==> config.mk <==
export PLATFORM = sky130hd
export DESIGN_NAME = w5300_common_init_seq
export DESIGN_NICKNAME = d
export VERILOG_FILES = /design/src/rtl/w5300_common_init_seq_pkg.sv /design/src/rtl/w5300_common_init_seq_delay_cnt.sv /design/src/rtl/w5300_common_init_seq.sv
export SDC_FILE = /design/constraint.sdc
export NUM_CORES = 1
export LEC_CHECK = 0
export CAP_MARGIN = 20
export CORE_MARGIN = 1
export CORE_UTILIZATION = 30
export CTS_CLUSTER_SIZE = 25
export DETAILED_ROUTE_END_ITERATION = 6
export SETUP_SLACK_MARGIN = 0.05
export SLEW_MARGIN = 20
export SYNTH_ARGS = -nofsm -noshare
export SYNTH_HDL_FRONTEND = slang
export SYNTH_SLANG_ARGS = --single-unit
==> constraint.sdc <==
create_clock -name clk -period 2.7 [get_ports clk]
set_input_delay 0.54 -clock clk [delete_from_list [all_inputs] [get_ports clk]]
set_output_delay 0.54 -clock clk [all_outputs]
set_load 0.02 [all_outputs]
==> src/rtl/w5300_common_init_seq_pkg.sv <==
// w5300_pkg: shared definitions for the W5300 common-register power-up sequencer.
//   - LUT entry field positions {op[26], addr[25:16], value[15:0]}
//   - bus direction encodings, MR register offset
//   - sequencer state and pass enumerations
//   - max3() helper used to size the shared delay counter
package w5300_pkg;

    localparam int unsigned LUT_W    = 27;
    localparam int unsigned IDX_W    = 6;
    localparam int unsigned ADDR_W   = 10;
    localparam int unsigned DATA_W   = 16;

    localparam int unsigned OP_BIT   = 26;
    localparam int unsigned ADDR_MSB = 25;
    localparam int unsigned ADDR_LSB = 16;
    localparam int unsigned VAL_MSB  = 15;
    localparam int unsigned VAL_LSB  = 0;

    // bus_we encodings
    localparam logic OP_WR = 1'b1;
    localparam logic OP_RD = 1'b0;

    // Mode register offset; it is written but never read back
    localparam logic [ADDR_W-1:0] MR_ADDR = '0;

    typedef enum logic [2:0] {
        ST_IDLE,
        ST_HW_RST,
        ST_PLL_WAIT,
        ST_FETCH,
        ST_XFER,
        ST_CHECK,
        ST_DONE,
        ST_ERROR
    } state_e;

    typedef enum logic {
        PASS_WR = 1'b0,
        PASS_RD = 1'b1
    } pass_e;

    function automatic int unsigned max3(input int unsigned a, input int unsigned b,
                                         input int unsigned c);
        int unsigned m;
        m = (a > b) ? a : b;
        return (m > c) ? m : c;
    endfunction

endpackage

==> src/rtl/w5300_common_init_seq_delay_cnt.sv <==
// w5300_delay_cnt: loadable down-counter with zero flag.
//   clk, rst  : clock, asynchronous active-high reset
//   i_load    : load i_value this cycle (takes priority over counting)
//   i_value   : load value
//   o_zero    : counter is at zero; counting stops there
module w5300_delay_cnt #(
    parameter int unsigned W = 8
) (
    input  logic         clk,
    input  logic         rst,
    input  logic         i_load,
    input  logic [W-1:0] i_value,
    output logic         o_zero
);

    logic [W-1:0] r_cnt;

    always_ff @(posedge clk or posedge rst) begin
        if (rst) begin
            r_cnt <= '0;
        end else if (i_load) begin
            r_cnt <= i_value;
        end else if (r_cnt != '0) begin
            r_cnt <= r_cnt - W'(1);
        end
    end

    assign o_zero = (r_cnt == '0);

endmodule

==> src/rtl/w5300_common_init_seq.sv <==
// w5300_common_init_seq: power-up sequencer for the W5300 common register block.
// Pulses the chip hardware reset, waits for PLL lock, writes every config LUT entry
// over the host-bus layer and (VERIFY != 0) reads each one back and compares.
//   clk, rst     : clock, asynchronous active-high reset
//   start        : start pulse, honoured in IDLE/DONE/ERROR only
//   lut_index    : LUT entry index;  lut_data : {op, addr, value}, combinational
//   bus_req/bus_we/bus_addr/bus_wdata : request to host-bus layer
//   bus_ack/bus_rdata : completion strobe and read data
//   w5300_rst_n  : W5300 hardware reset (active-low)
//   busy, done, error, err_index : status (done/error sticky)
module w5300_common_init_seq
    import w5300_pkg::*;
#(
    parameter int unsigned RST_CYCLES  = 200,
    parameter int unsigned PLL_CYCLES  = 1000000,
    parameter int unsigned ACK_TIMEOUT = 255,
    parameter int unsigned VERIFY      = 1
) (
    input  logic        clk,
    input  logic        rst,
    input  logic        start,
    output logic [5:0]  lut_index,
    input  logic [26:0] lut_data,
    output logic        bus_req,
    output logic        bus_we,
    output logic [9:0]  bus_addr,
    output logic [15:0] bus_wdata,
    input  logic        bus_ack,
    input  logic [15:0] bus_rdata,
    output logic        w5300_rst_n,
    output logic        busy,
    output logic        done,
    output logic        error,
    output logic [5:0]  err_index
);

    // The ack timeout shares this counter, so it is included in the sizing too.
    localparam int unsigned CW = $clog2(max3(RST_CYCLES, PLL_CYCLES, ACK_TIMEOUT) + 1);

    state_e      r_state, w_state;
    pass_e       r_pass,  w_pass;
    logic [5:0]  r_idx,   w_idx;
    logic        r_wrap,  w_wrap;
    logic        r_req,   w_req;
    logic        r_we,    w_we;
    logic [9:0]  r_addr,  w_addr;
    logic [15:0] r_wdata, w_wdata;
    logic [15:0] r_rdata, w_rdata;
    logic        r_rst_n, w_rst_n;
    logic        r_busy,  w_busy;
    logic        r_done,  w_done;
    logic        r_error, w_error;
    logic [5:0]  r_eidx,  w_eidx;

    logic          w_cnt_load;
    logic [CW-1:0] w_cnt_val;
    logic          w_cnt_zero;
    logic [6:0]    w_idx_sum;
    logic          w_entry_end;

    w5300_delay_cnt #(.W(CW)) u_delay (
        .clk     (clk),
        .rst     (rst),
        .i_load  (w_cnt_load),
        .i_value (w_cnt_val),
        .o_zero  (w_cnt_zero)
    );

    // Carry out of the 6-bit index marks the wrap that ends a pass.
    assign w_idx_sum   = {1'b0, r_idx} + 7'd1;
    assign w_entry_end = lut_data[OP_BIT] | r_wrap;

    always_ff @(posedge clk or posedge rst) begin
        if (rst) begin
            r_state <= ST_IDLE;
            r_pass  <= PASS_WR;
            r_idx   <= '0;
            r_wrap  <= 1'b0;
            r_req   <= 1'b0;
            r_we    <= 1'b0;
            r_addr  <= '0;
            r_wdata <= '0;
            r_rdata <= '0;
            r_rst_n <= 1'b1;
            r_busy  <= 1'b0;
            r_done  <= 1'b0;
            r_error <= 1'b0;
            r_eidx  <= '0;
        end else begin
            r_state <= w_state;
            r_pass  <= w_pass;
            r_idx   <= w_idx;
            r_wrap  <= w_wrap;
            r_req   <= w_req;
            r_we    <= w_we;
            r_addr  <= w_addr;
            r_wdata <= w_wdata;
            r_rdata <= w_rdata;
            r_rst_n <= w_rst_n;
            r_busy  <= w_busy;
            r_done  <= w_done;
            r_error <= w_error;
            r_eidx  <= w_eidx;
        end
    end

    always_comb begin
        w_state    = r_state;
        w_pass     = r_pass;
        w_idx      = r_idx;
        w_wrap     = r_wrap;
        w_req      = r_req;
        w_we       = r_we;
        w_addr     = r_addr;
        w_wdata    = r_wdata;
        w_rdata    = r_rdata;
        w_rst_n    = r_rst_n;
        w_busy     = r_busy;
        w_done     = r_done;
        w_error    = r_error;
        w_eidx     = r_eidx;
        w_cnt_load = 1'b0;
        w_cnt_val  = '0;

        case (r_state)
            ST_HW_RST: begin
                if (w_cnt_zero) begin
                    w_state    = ST_PLL_WAIT;
                    w_rst_n    = 1'b1;
                    w_cnt_load = 1'b1;
                    w_cnt_val  = CW'(PLL_CYCLES - 1);
                end
            end
            ST_PLL_WAIT: begin
                if (w_cnt_zero) begin
                    w_state = ST_FETCH;
                end
            end
            ST_FETCH: begin
                if (w_entry_end) begin
                    if (r_pass == PASS_WR && VERIFY != 0) begin
                        w_pass = PASS_RD;
                        w_idx  = '0;
                        w_wrap = 1'b0;
                    end else begin
                        w_state = ST_DONE;
                        w_done  = 1'b1;
                        w_busy  = 1'b0;
                    end
                end else if (r_pass == PASS_RD && lut_data[ADDR_MSB:ADDR_LSB] == MR_ADDR) begin
                    w_idx  = w_idx_sum[5:0];
                    w_wrap = w_idx_sum[6];
                end else begin
                    w_addr     = lut_data[ADDR_MSB:ADDR_LSB];
                    w_wdata    = lut_data[VAL_MSB:VAL_LSB];
                    w_we       = (r_pass == PASS_WR) ? OP_WR : OP_RD;
                    w_req      = 1'b1;
                    w_state    = ST_XFER;
                    w_cnt_load = 1'b1;
                    w_cnt_val  = CW'(ACK_TIMEOUT - 1);
                end
            end
            ST_XFER: begin
                if (bus_ack) begin
                    w_req = 1'b0;
                    if (r_pass == PASS_WR) begin
                        w_idx   = w_idx_sum[5:0];
                        w_wrap  = w_idx_sum[6];
                        w_state = ST_FETCH;
                    end else begin
                        w_rdata = bus_rdata;
                        w_state = ST_CHECK;
                    end
                end else if (w_cnt_zero) begin
                    w_req   = 1'b0;
                    w_state = ST_ERROR;
                    w_error = 1'b1;
                    w_eidx  = r_idx;
                    w_busy  = 1'b0;
                end
            end
            ST_CHECK: begin
                if (r_rdata != r_wdata) begin
                    w_state = ST_ERROR;
                    w_error = 1'b1;
                    w_eidx  = r_idx;
                    w_busy  = 1'b0;
                end else begin
                    w_idx   = w_idx_sum[5:0];
                    w_wrap  = w_idx_sum[6];
                    w_state = ST_FETCH;
                end
            end
            default: begin  // IDLE, DONE, ERROR
                w_rst_n = 1'b1;
                if (start) begin
                    w_state    = ST_HW_RST;
                    w_done     = 1'b0;
                    w_error    = 1'b0;
                    w_eidx     = '0;
                    w_idx      = '0;
                    w_wrap     = 1'b0;
                    w_pass     = PASS_WR;
                    w_busy     = 1'b1;
                    w_rst_n    = 1'b0;
                    w_cnt_load = 1'b1;
                    w_cnt_val  = CW'(RST_CYCLES - 1);
                end
            end
        endcase
    end

    assign lut_index   = r_idx;
    assign bus_req     = r_req;
    assign bus_we      = r_we;
    assign bus_addr    = r_addr;
    assign bus_wdata   = r_wdata;
    assign w5300_rst_n = r_rst_n;
    assign busy        = r_busy;
    assign done        = r_done;
    assign error       = r_error;
    assign err_index   = r_eidx;

endmodule

=== Word-level counts from Yosys, hierarchy flattened ===
Cells that the tools add are included.

* Register bits after elaboration: 85
* Input port bits: 47
* Output and inout port bits: 44
* Word-level logic and storage cells: 138

* Add/subtract/negate cells: 2
* Equality and inequality tests: 23
* Mux-type cells: 66
* Bitwise operators: 7
* Reduce and logical (&&, ||, !) cells: 25

{| class="wikitable"
|+ Operator list
! cell !! count
|-
| 2-to-1 mux 20 bit || 3
|-
| 2-to-1 mux 6 bit || 10
|-
| case mux 20 bit (3 select lines) || 1
|-
| 2-to-1 mux 3 bit || 10
|-
| 2-to-1 mux 1 bit || 28
|-
| 2-to-1 mux 8 bit || 3
|-
| case mux 6 bit (4 select lines) || 1
|-
| logical NOT 20 bit || 1
|-
| nonzero test 20 bit || 1
|-
| subtractor 20 x 1 -> 20 bit, second input constant || 1
|-
| inequality test 2 bit, second input constant || 9
|-
| case mux 6 bit (3 select lines) || 1
|-
| inequality test 16 bit || 1
|-
| case mux 3 bit (5 select lines) || 1
|-
| AND reduction 7 bit || 2
|-
| inequality test 3 bit, second input constant || 4
|-
| logical NOT 10 bit || 1
|-
| AND reduction 3 bit || 3
|-
| case mux 1 bit (2 select lines) || 4
|-
| case mux 1 bit (4 select lines) || 2
|-
| AND reduction 4 bit || 2
|-
| OR reduction 4 bit || 2
|-
| adder 6 x 1 -> 7 bit, second input constant || 1
|-
| equality test 3 x 2 -> 1 bit, second input constant || 2
|-
| other kinds (17) || 29
|}

=== Depth between registers and ports, before layout ===
Gate-level depths: netlist of run 1.

* Depth in word-level cells: 6
* Mapped depth: 9
* Gate-level depth less buffers: 7

=== By module ===
A second synthesis of run 1 with hierarchy kept.

* Cells, all modules: 413
* Area total of the unflattened synthesis: 4383.0 um^2

{| class="wikitable"
|+ By module, submodules not included
! module !! instances !! cells an instance !! area each (um^2) !! seq. area each (um^2)
|-
| w5300_common_init_seq || 1 || 281 || 3138.0 || 1627.8
|-
| w5300_delay_cnt || 1 || 132 || 1244.9 || 500.5
|}

=== Least setup slack after synthesis of run 1 ===
Ideal clock, no wire load.

* Kind: register -> register
* From: register u_delay.r_cnt[13]
* To: register r_state[0]
* Library setup time: 149 ps
* Arrival time: 2333 ps
* Slack: 218 ps
* Cell stages (with the launch flop): 8
* Path buffers: 1
* Clock period less this slack: 2482 ps
* Cell sequence: dfrtp_1 > or4_4 > or4_4 > or3_1 > buf_6 > o21ai_4 > a21boi_2 > a41oi_1

* Longest elaborated chain between the ends: 3
* Elaborated cells on any way between the ends: 5

{| class="wikitable"
|+ RTL lines
! element !! line !! RTL
|-
| from (decl) || w5300_common_init_seq_delay_cnt.sv:16 || <nowiki>logic [W-1:0] r_cnt;</nowiki>
|-
| from (signal assigned) || w5300_common_init_seq_delay_cnt.sv:22 || <nowiki>r_cnt <= i_value;</nowiki>
|-
| from (signal assigned) || w5300_common_init_seq_delay_cnt.sv:24 || <nowiki>r_cnt <= r_cnt - W'(1);</nowiki>
|-
| logical NOT 20 bit * || w5300_common_init_seq_delay_cnt.sv:28 || <nowiki>assign o_zero = (r_cnt == '0);</nowiki>
|-
| inequality test 3 x 2 -> 1 bit (no line) or inequality test 2 x 1 -> 1 bit (tied branches) || n/a ||
|-
| AND reduction 6 bit (no line) * || n/a ||
|-
| to (signal assigned) || w5300_common_init_seq.sv:90 || <nowiki>r_state <= w_state;</nowiki>
|-
| to (decl) || w5300_common_init_seq.sv:40 || <nowiki>state_e r_state, w_state;</nowiki>
|}

Mark *: on every way between the ends. The rest lies on a longest branch, timed or not.
A chain may end at the register's enable or synchronous reset.

=== Final worst setup path of run 1 ===
* From: register u_delay.r_cnt[13]
* To: register r_state[2]

Same word-level chain as after synthesis.

==> results by group, run 1 <==
Status
  – Run status: finished, final reports clean

Placement
  – Hpwl dp: 7560 µm
  – Dpl cells: 697
  – Gpl congestion: 0.878
  – PortBufs: 90
  – Placed instance area: 0.00534 mm²

Timing
  – Fin crit period: 2560 ps
  – Post-route setup TNS: 0 ps
  – Slew headroom: 57.4%
  – Final Hold Fails: 0
  – Max-slew violations: 0
  – Fmax: 390 MHz
  – RSZ-0062 raised after global routing: no
  – Final setup violating endpoints: 0
  – Slew @ Worst Pin: 638 ps
  – Share of the clock period used by the worst path: 94.9%
  – Clock skew: 10.9 ps

Global routing
  – First-pass GRT wire length: 17900 µm
  – Initial antenna violation count: 0
  – Total gr overflow: 0
  – Vias in the first global route: 3618
  – Pin count of the biggest net entering global routing: 86
  – Total track usage: 15.9%

Detailed routing
  – DRC errors left: 0
  – Via/cell ratio: 4.88
  – Drt first pass iters: 5
  – Final ANT Viol Nets: 0
  – DR WL/cell: 14.7 µm
  – Vias: 3474
  – Initial DRC count: 161
  – Routed wire length: 10500 µm

Synthesis
  – Number of flops mapped to enable cells by yosys: 0
  – Ys Warns: 0
  – Synth area leaders: dfrtp_1 51%, nand2_1 8.5%, xnor2_1 4.9%
  – Unique cell type count in the Yosys netlist: 52
  – Main synth FF type: dfrtp_1
  – Yosys reg bits: 85
  – Mapped Avg Cell Area: 9.66 µm²
  – Cell Area, Synth: 0.00414 mm²
  – Net Count, Synth: 480
  – Mapped Cells: 428
  – Cell taking the most area after synthesis: dfrtp_1
  – Post-synthesis sequential area ratio: 51.5%
  – Ys async rst share: 100%
  – Top cell type's share of synthesized area: 50.8%

Power
  – Tot Pwr: 0.00593 W
  – LEAKAGE: 2.51 nW
  – Power Dens Cells: 1040 mW/mm²
  – VDD IR max: 0.000467 V

Clocking
  – Clk Tree Root Cell: clkbuf_16
  – CTS clk-pin slew, worst paths: 60 ps
  – CTS tree: yes
  – Clk sinks: 85
  – H-tree levels: 3
  – Clk buf depth: 2
  – Clock Latency Late Sink: 340 ps
  – Num CTS Buffers: 9

Worst setup path
  – Most used cell, CP: or4_4
  – Worst-path cell chain: or4_4 > or4_4 > or3_4 > o21ai_4 > a21boi_2 > mux2i_1
  – Worst Path Max Fanout: 9
  – Crit end category: flip-flop
  – CP peak stage delay: 560 ps
  – CP Launch Type: flip-flop
  – WP data arrival: 2820 ps
  – Worst path slowest cell: or4_4
  – Crit path kind: reg -> reg
  – Crit path required time: 2960 ps

Run
  – Maxcap violations: 0

Finish
  – # diodes: 0
  – Fin cells: 712
  – Most frequent cells in the layout: 94 x nand2_1, 90 x clkdlybuf4s50_1, 84 x dfrtp_1
  – Nets: 584
  – Layout cell share with drive strength beyond 1: 12.3%
  – # fillers: 1317
  – Area Overhead vs Synth: 37.6%
  – Commonest non-fill, non-tap cell in the layout: nand2_1
  – Final instance area: 0.00569 mm²

Floorplanning
  – Boundary Pins: 91
  – Die Y: 119 µm
  – Initial Utilization: 31.0%
  – Core area: 0.0133 mm²
  – Die area: 0.0143 mm²
  – Die W: 119 µm
  – Num rows: 42

Hold path
  – HP Class: reg -> reg
timing repair:
item                       in CTS  in global routing
buffers inserted                0                  0
resized for setup               1                  0
setup endpoints to repair       3                  0
hold buffers                    0                  0
cell families after synthesis:
group           synth area share [%]
buf+inv                         2.75
fa+ha+maj                       1.51
flops                           51.5
mux                             5.11
compound gates                  10.7
simple gates                    21.6
xor+xnor                        6.78
registers in the layout (all words and copies together), names as in the netlist, 3 cells and up:
signal         count
r_rdata           16
r_state            3
u_delay.r_cnt     20
err_index          6
bus_wdata         16
lut_index          6
bus_addr          10
synth_stat cells, types with 2 or more instances:
| cell type | n |
|---|---|
| o31ai_1 | 3 |
| inv_1 | 10 |
| nor2b_1 | 3 |
| xnor2_1 | 23 |
| a21o_1 | 2 |
| nand2_1 | 94 |
| o21ai_0 | 29 |
| nor2_1 | 28 |
| nand3b_1 | 3 |
| or4_4 | 2 |
| nor3_1 | 10 |
| nand3_1 | 11 |
| nand2b_1 | 6 |
| nor4_1 | 6 |
| a22o_1 | 6 |
| nand4_1 | 6 |
| o211ai_1 | 2 |
| buf_6 | 2 |
| mux2_2 | 17 |
| or2_2 | 3 |
| nor4b_1 | 2 |
| ha_1 | 5 |
| xor2_1 | 9 |
| o22ai_1 | 2 |
| or3_1 | 6 |
| a21oi_1 | 15 |
| and3_1 | 3 |
| mux2i_1 | 2 |
| clkbuf_1 | 12 |
| dfrtp_1 | 84 |
metrics by stage:
| stage | utilization (%) | hold WS [ps] | setup slack (ps) |
|---|---|---|---|
| 2_1_floorplan | - | 489 | 218 |
| 5_1_grt | 42.6 | 506 | 78.9 |
| 6_report | 42.6 | 474 | 139 |
| 3_5_place_dp | 40.0 | 465 | 19.3 |
| 3_3_place_gp | 40.0 | 462 | 46.3 |
| 4_1_cts | 42.6 | 480 | 140 |
per-layer routing:
layer	vias up	part of all wire, %	wire length (µm)	track usage, %
met5	-	0	0	0
met4	0	3.3	344	9.38
met3	22	6.2	649	2.97
met2	126	46	4770	24.6
met1	1651	45	4710	20.7
li1	1675	-	-	-
report_power, final:
part	internal, W	switching, W	total [W]	leakage (nW)
clock	0.000929	0.000508	0.00144	0.169
combinational	0.00114	0.00128	0.00242	1.25
sequential	0.00169	0.000387	0.00208	1.09
worst max-delay path, delay by kind of cell (launching register included):
kind            cells  cell delay, ps
compound gates      2             430
flops               1             400
mux                 1             210
simple gates        3            1450
final timing paths:
path / startpoint / end / slack [ps] / depth (start not counted)
min: bus_addr[7] / bus_addr[7] / 470 / 2
max in group asynchronous: rst / lut_index[4] / 1670 / 3
max reg2reg: u_delay.r_cnt[13] / r_state[2] / 140 / 6
min reg2reg: bus_addr[7] / bus_addr[7] / 470 / 2
max: u_delay.r_cnt[13] / r_state[2] / 140 / 6
min in group asynchronous: rst / bus_addr[6] / 680 / 3
cell type report:
class / count / area, µm² / area share [%]
clock buffer: 10 / 239 / 4.20
clock inverter: 5 / 108 / 1.89
inverter: 10 / 41.3 / 0.726
multi-input combinational: 317 / 1900 / 33.4
sequential: 85 / 2130 / 37.4
tap: 176 / 220 / 3.87
timing repair buffer: 109 / 1060 / 18.6
Note: power is estimated with default switching activity, not from simulation.
==> run 2: changes to the inputs <==
- CORE_MARGIN: 1 -> default
==> results of run 2 <==
The final DEF is identical to that of run 1; final timing and power are the same.
